<file path="config.mk">
export PLATFORM = sky130hd
export DESIGN_NAME = ifu_pcgen
export DESIGN_NICKNAME = d
export VERILOG_FILES = /design/src/rtl/ifu_pcgen.sv
export SDC_FILE = /design/constraint.sdc
export NUM_CORES = 1
export LEC_CHECK = 0
export CORE_MARGIN = 2
export CORE_UTILIZATION = 42
export CTS_CLUSTER_SIZE = 28
export DETAILED_ROUTE_END_ITERATION = 8
export PLACE_DENSITY = 0.78
export SYNTH_ARGS = -nofsm -noshare
export SYNTH_HDL_FRONTEND = slang
export SYNTH_SLANG_ARGS = --single-unit
export TNS_END_PERCENT = 1
</file>
<file path="constraint.sdc">
create_clock -name clk -period 2.35 [get_ports clk]
set_input_delay 0.47 -clock clk [delete_from_list [all_inputs] [get_ports clk]]
set_output_delay 0.47 -clock clk [all_outputs]
set_load 0.005 [all_outputs]
</file>
<file path="src/rtl/ifu_pcgen.sv">
// Fetch-side PC generator.
// Keeps the architectural fetch PC, issues one instruction-memory read at a
// time, and hands each returned word to decode together with its PC. A
// resolved redirect from the branch unit squashes the wrong-path fetch and
// restarts fetching at the target.
module ifu_pcgen #(
  parameter logic [31:0] RESET_PC = 32'h8000_0000,
  parameter logic [31:0] STEP     = 32'd4
) (
  input  logic        clk,
  input  logic        rst_n,
  // redirect from the branch unit
  input  logic        redirect_valid,
  input  logic [31:0] redirect_target,
  // instruction-memory request channel
  output logic        req_valid,
  input  logic        req_ready,
  output logic [31:0] req_addr,
  // instruction-memory response
  input  logic        rsp_valid,
  input  logic [31:0] rsp_data,
  // decode channel
  output logic        inst_valid,
  input  logic        inst_ready,
  output logic [31:0] inst,
  output logic [31:0] inst_pc
);

  typedef enum logic [1:0] {
    S_IDLE = 2'd0,
    S_REQ  = 2'd1,
    S_WAIT = 2'd2,
    S_OUT  = 2'd3
  } state_t;

  state_t      state;
  state_t      state_nxt;

  logic [31:0] pc;
  logic [31:0] fly_pc;
  logic        drop;

  logic        req_hs;
  logic        inst_hs;
  logic        rsp_take;
  logic        rsp_keep;
  logic [31:0] redir_pc;

  // Redirect targets are word addresses; the low two bits carry no meaning.
  function automatic logic [31:0] word_align(input logic [31:0] addr);
    return {addr[31:2], 2'b00};
  endfunction

  // Sequential fetch increment; wraps naturally at 2^32.
  function automatic logic [31:0] pc_step(input logic [31:0] addr);
    return addr + STEP;
  endfunction

  assign req_hs   = req_valid & req_ready;
  assign inst_hs  = inst_valid & inst_ready;
  // A response is only meaningful while a request is outstanding.
  assign rsp_take = (state == S_WAIT) & rsp_valid;
  // The response reaches decode only if it is on the right path: no pending
  // squash and no redirect arriving in the same cycle.
  assign rsp_keep = rsp_take & ~drop & ~redirect_valid;
  assign redir_pc = word_align(redirect_target);

  // State register; reset drops both valids immediately via the output decode.
  always_ff @(posedge clk or negedge rst_n) begin
    if (!rst_n) begin
      state <= S_IDLE;
    end else begin
      state <= state_nxt;
    end
  end

  // Next-state logic; a redirect only matters where it forces a restart.
  always_comb begin
    state_nxt = state;
    case (state)
      S_IDLE: begin
        state_nxt = S_REQ;
      end
      S_REQ: begin
        // Even a wrong-path handshake still has a response to collect.
        if (req_hs) begin
          state_nxt = S_WAIT;
        end
      end
      S_WAIT: begin
        if (rsp_take) begin
          state_nxt = rsp_keep ? S_OUT : S_REQ;
        end
      end
      S_OUT: begin
        if (redirect_valid || inst_hs) begin
          state_nxt = S_REQ;
        end
      end
      default: begin
        state_nxt = S_IDLE;
      end
    endcase
  end

  // Output decode from the current state.
  always_comb begin
    req_valid  = 1'b0;
    inst_valid = 1'b0;
    case (state)
      S_REQ:   req_valid  = 1'b1;
      S_OUT:   inst_valid = 1'b1;
      default: begin
        req_valid  = 1'b0;
        inst_valid = 1'b0;
      end
    endcase
  end

  assign req_addr = pc;

  // Fetch PC: a redirect overrides the sequential increment on a handshake.
  always_ff @(posedge clk or negedge rst_n) begin
    if (!rst_n) begin
      pc <= RESET_PC;
    end else if (redirect_valid) begin
      pc <= redir_pc;
    end else if (req_hs) begin
      pc <= pc_step(pc);
    end
  end

  // PC of the outstanding request; only read when its response is kept.
  always_ff @(posedge clk) begin
    if (req_hs) begin
      fly_pc <= pc;
    end
  end

  // Squash flag: marks the single outstanding response as wrong-path.
  always_ff @(posedge clk or negedge rst_n) begin
    if (!rst_n) begin
      drop <= 1'b0;
    end else if (rsp_take) begin
      // Whatever arrives now is consumed, kept or not; nothing remains in flight.
      drop <= 1'b0;
    end else if (redirect_valid && (req_hs || state == S_WAIT)) begin
      drop <= 1'b1;
    end
  end

  // Decode holding registers; stay stable while decode back-pressures.
  always_ff @(posedge clk or negedge rst_n) begin
    if (!rst_n) begin
      inst    <= 32'd0;
      inst_pc <= 32'd0;
    end else if (rsp_keep) begin
      inst    <= rsp_data;
      inst_pc <= fly_pc;
    end
  end

endmodule

</file>
==> impl_metrics.toml <==
[floorplan]
floorplan.die_area_sq_um = 13320
area_of_the_core_sq_um = 12060
die-height_um = 115.4
i_o_pin_cnt = 168
initial_utilization = 0.4324
die_w_um = 115.4
rows = 40

[clock_network]
clk_pin_slew_ns = 0.05
cts_bufs_inserted = 17
cts.root.buffer_cell = "clkbuf_16"
cts.sinks = 125
insertion_delay_ns = 0.40
total_of_hold_buffers_inserted_after_clock_tree_synthesis = 0
tritoncts = "yes"
h-tree-depth = 4
post-cts-setup-buffers = 0
clock_path_buffers = 2
post_cts_resized = 0

[sta]
max-slew-margin-rel = 0.5655
maxSlewViolCount = 0
final-hold-violation-count = 0
finalSetupViolCount = 0
grt_setup_unrepaired = "false"
totalNegativeSetupSlack_ns = 0
finalCritPeriodShare = 0.9361
finalClockSkew_ns = 0.007951
worst_slew_pin_slew_ns = 0.6518
min_period_ns = 2.200
achievable-frequency_mhz = 454.6

[final_layout]
layout-drive-gt1-share = 0.1939
final-seq-area_sq_um = 3279
syn_to_final_growth_pct = 47.96
layout_cells_excl_fill = 756
multi_input_area_sq_um = 1814
num_antenna_cells = 0
num-nets-final = 649
n_fill_cell = 927

[placed_design]
finalWeightedCongestion = 0.8423
io_buffers = 161
hpwl_um = 9319
numPlacedInstances = 724

[grt]
groute.layer.met2.usage = 0.3271
grt_start_max_net_pins = 53
grt_most_used_layer = "met2"
globalRouteMet1Util = 0.2461
grtUsageTotal = 0.1970
globalRoute.totalOverflow = 0
first_global_vias = 4019
grt_first_pass_wirelength_um = 20130
gr_util_met3 = 0.04655
initial_antenna_violation_count = 0

[setup_path]
end_kind = "output pin"
critPathLaunchType = "flop"
timing.critical_path.fanout_max = 8
critical-path-slowest-cell = "clkdlybuf4s50_1"
critPathRequiredTime_ns = 1.88
worst_path_dominant_cell_family = "buffers and inverters"
worst_ep_arrival_time_ns = 1.73
critPathBufInv = 2
crit_path_cell_trace = "inv_1 > ha_2 > clkdlybuf4s50_1"
critical-path-max-stage-delay_ns = 0.57
timing.setup.critical_path_class = "flop to output pin"

[detailed_routing]
totalWireLength_um = 12860
postRouteAntennaNets = 0
drt_pass1_iterations = 5
routedWlPerCell_um = 17.01
detail_route.vias_per_cell = 5.146
drt_iter0_markers = 185
drc = 0
via_count = 3890

[min_path]
worstHoldPathType = "primary input to async pin"

[synthesis]
synth_warnings = 0
synth.area.top_cells = "dfrtp_1, edfxtp_1, mux2_2, a31oi_1, nand2_1"
post_synthesis_cell_type_with_the_largest_combined_area = "dfrtp_1"
flops_latches_synth = 125
post_synthesis_cell_count = 395
synth.yosys.seq_area_share = 0.6288
syn_avg_cell_area_sq_um = 13.20
synth.lib_cells_used.distinct = 42
synth.cell_area_sq_um = 5215
synth_top_area_frac = 0.4511

[power_and_ir_drop]
power.static_leakage_uw = 0.003138
ir_worst_vdd_v = 0.0005361
power_density_nw_per_um2 = 1082

[job]
cap_violations = 0

[status]
run_status = "completed"
[final timing paths]
| check | start | endpoint | slack [ns] | depth (start not counted) |
|---|---|---|---|---|
| min in group clk | fly_pc[31] | inst_pc[31] | 0.47 | 1 |
| worst max-delay path | state[1] | req_valid | 0.15 | 3 |
| worst min register to register | fly_pc[31] | inst_pc[31] | 0.47 | 1 |
| worst min-delay path | rst_n | inst[27] | 0.09 | 1 |
| worst max register to register | req_addr[2] | req_addr[26] | 0.20 | 5 |
| max in group asynchronous | rst_n | req_addr[31] | 1.57 | 2 |
[area by class of cell]
| type | instances | share of cell area |
|---|---|---|
| Tap cell | 168 | 0.02724 |
| Sequential cell | 125 | 0.4250 |
| Clock inverter | 11 | 0.02157 |
| Timing Repair Buffer | 178 | 0.2283 |
| Multi-Input combinational cell | 244 | 0.2351 |
| Clock buffer | 21 | 0.05838 |
| Inverter | 9 | 0.004378 |
[logic make-up (layout without fill, tap and decap cells)]
family,after synthesis,after routing,share of synthesized area
and+or+nand+nor,109,109,0.1132
buffers and inverters,29,219,0.02687
other,1,4,0.0007191
xor gates and xnor gates,10,10,0.01679
adders and majority gates,4,4,0.009597
muxes,65,65,0.1396
AOI/OAI and AO/OA,52,52,0.06430
DFF,125,125,0.6288
[registers in the layout, indices dropped and copies added (netlist names)]
| signal | cells |
|---|---|
| drop | 1 |
| fly_pc | 30 |
| inst | 32 |
| state | 2 |
| req_addr | 30 |
| inst_pc | 30 |
[where the power goes]
group	internal (uW)	switching [uW]
combinational	1550	777
clock	1800	900
sequential	2940	382
[per-layer routing]
metal	wire length (um)	part of all wire	vias up
li1	-	-	1825
met1	5539	0.43	1890
met2	6266	0.49	156
met3	785	0.061	19
met4	268	0.021	0
met5	0	0	-
[cells in the final DEF (no fill, tap or decap), types with 12 or more instances in the layout]
cell type,synthesis,routed
edfxtp_1,30,30
nand2_1,25,25
a31oi_1,16,16
clkbuf_16,0,17
mux2_2,62,62
clkdlybuf4s50_1,0,160
buf_4,4,16
dfrtp_1,94,94
o21ai_0,17,17
or4_1,12,12
nor2_1,22,22
nand4_1,14,14
[metrics by stage]
| stage | util | hold slack (ns) | setup WS, ns | cell area [sq um] | power, uW |
|---|---|---|---|---|---|
| floorplan | - | 0.1744 | 0.06207 | 5226 | 4119 |
| global placement | 0.5884 | 0.4565 | 0.1484 | 7097 | 5605 |
| detailed placement | 0.5884 | 0.4624 | 0.1121 | 7097 | 5725 |
| CTS | 0.6395 | 0.1180 | 0.01858 | 7714 | 8443 |
| global route | 0.6397 | 0.1529 | 0.07634 | 7716 | 8784 |
| finish | 0.6397 | 0.08838 | 0.1501 | 7716 | 8351 |
[synth_stat cells (all sizes together)]
master / instances
mux2: 62
and3: 3
dfstp: 1
nor3b: 1
nor4: 1
or3: 4
a31oi: 16
clkinv: 1
o21ai: 17
nand4b: 2
nand4: 14
buf: 12
o21bai: 1
and4: 5
o41ai: 2
a221oi: 1
nor2b: 1
inv: 8
conb: 1
a311o: 1
nor3: 3
and2: 4
o21a: 1
xor2: 5
or2: 1
or4b: 1
xnor2: 5
dfrtp: 94
nand2: 25
mux2i: 3
nor2: 22
a22oi: 1
ha: 4
a41oi: 1
or4: 12
nand3: 10
clkbuf: 8
edfxtp: 30
o31ai: 11
Note: power is estimated with default switching activity, not from simulation.
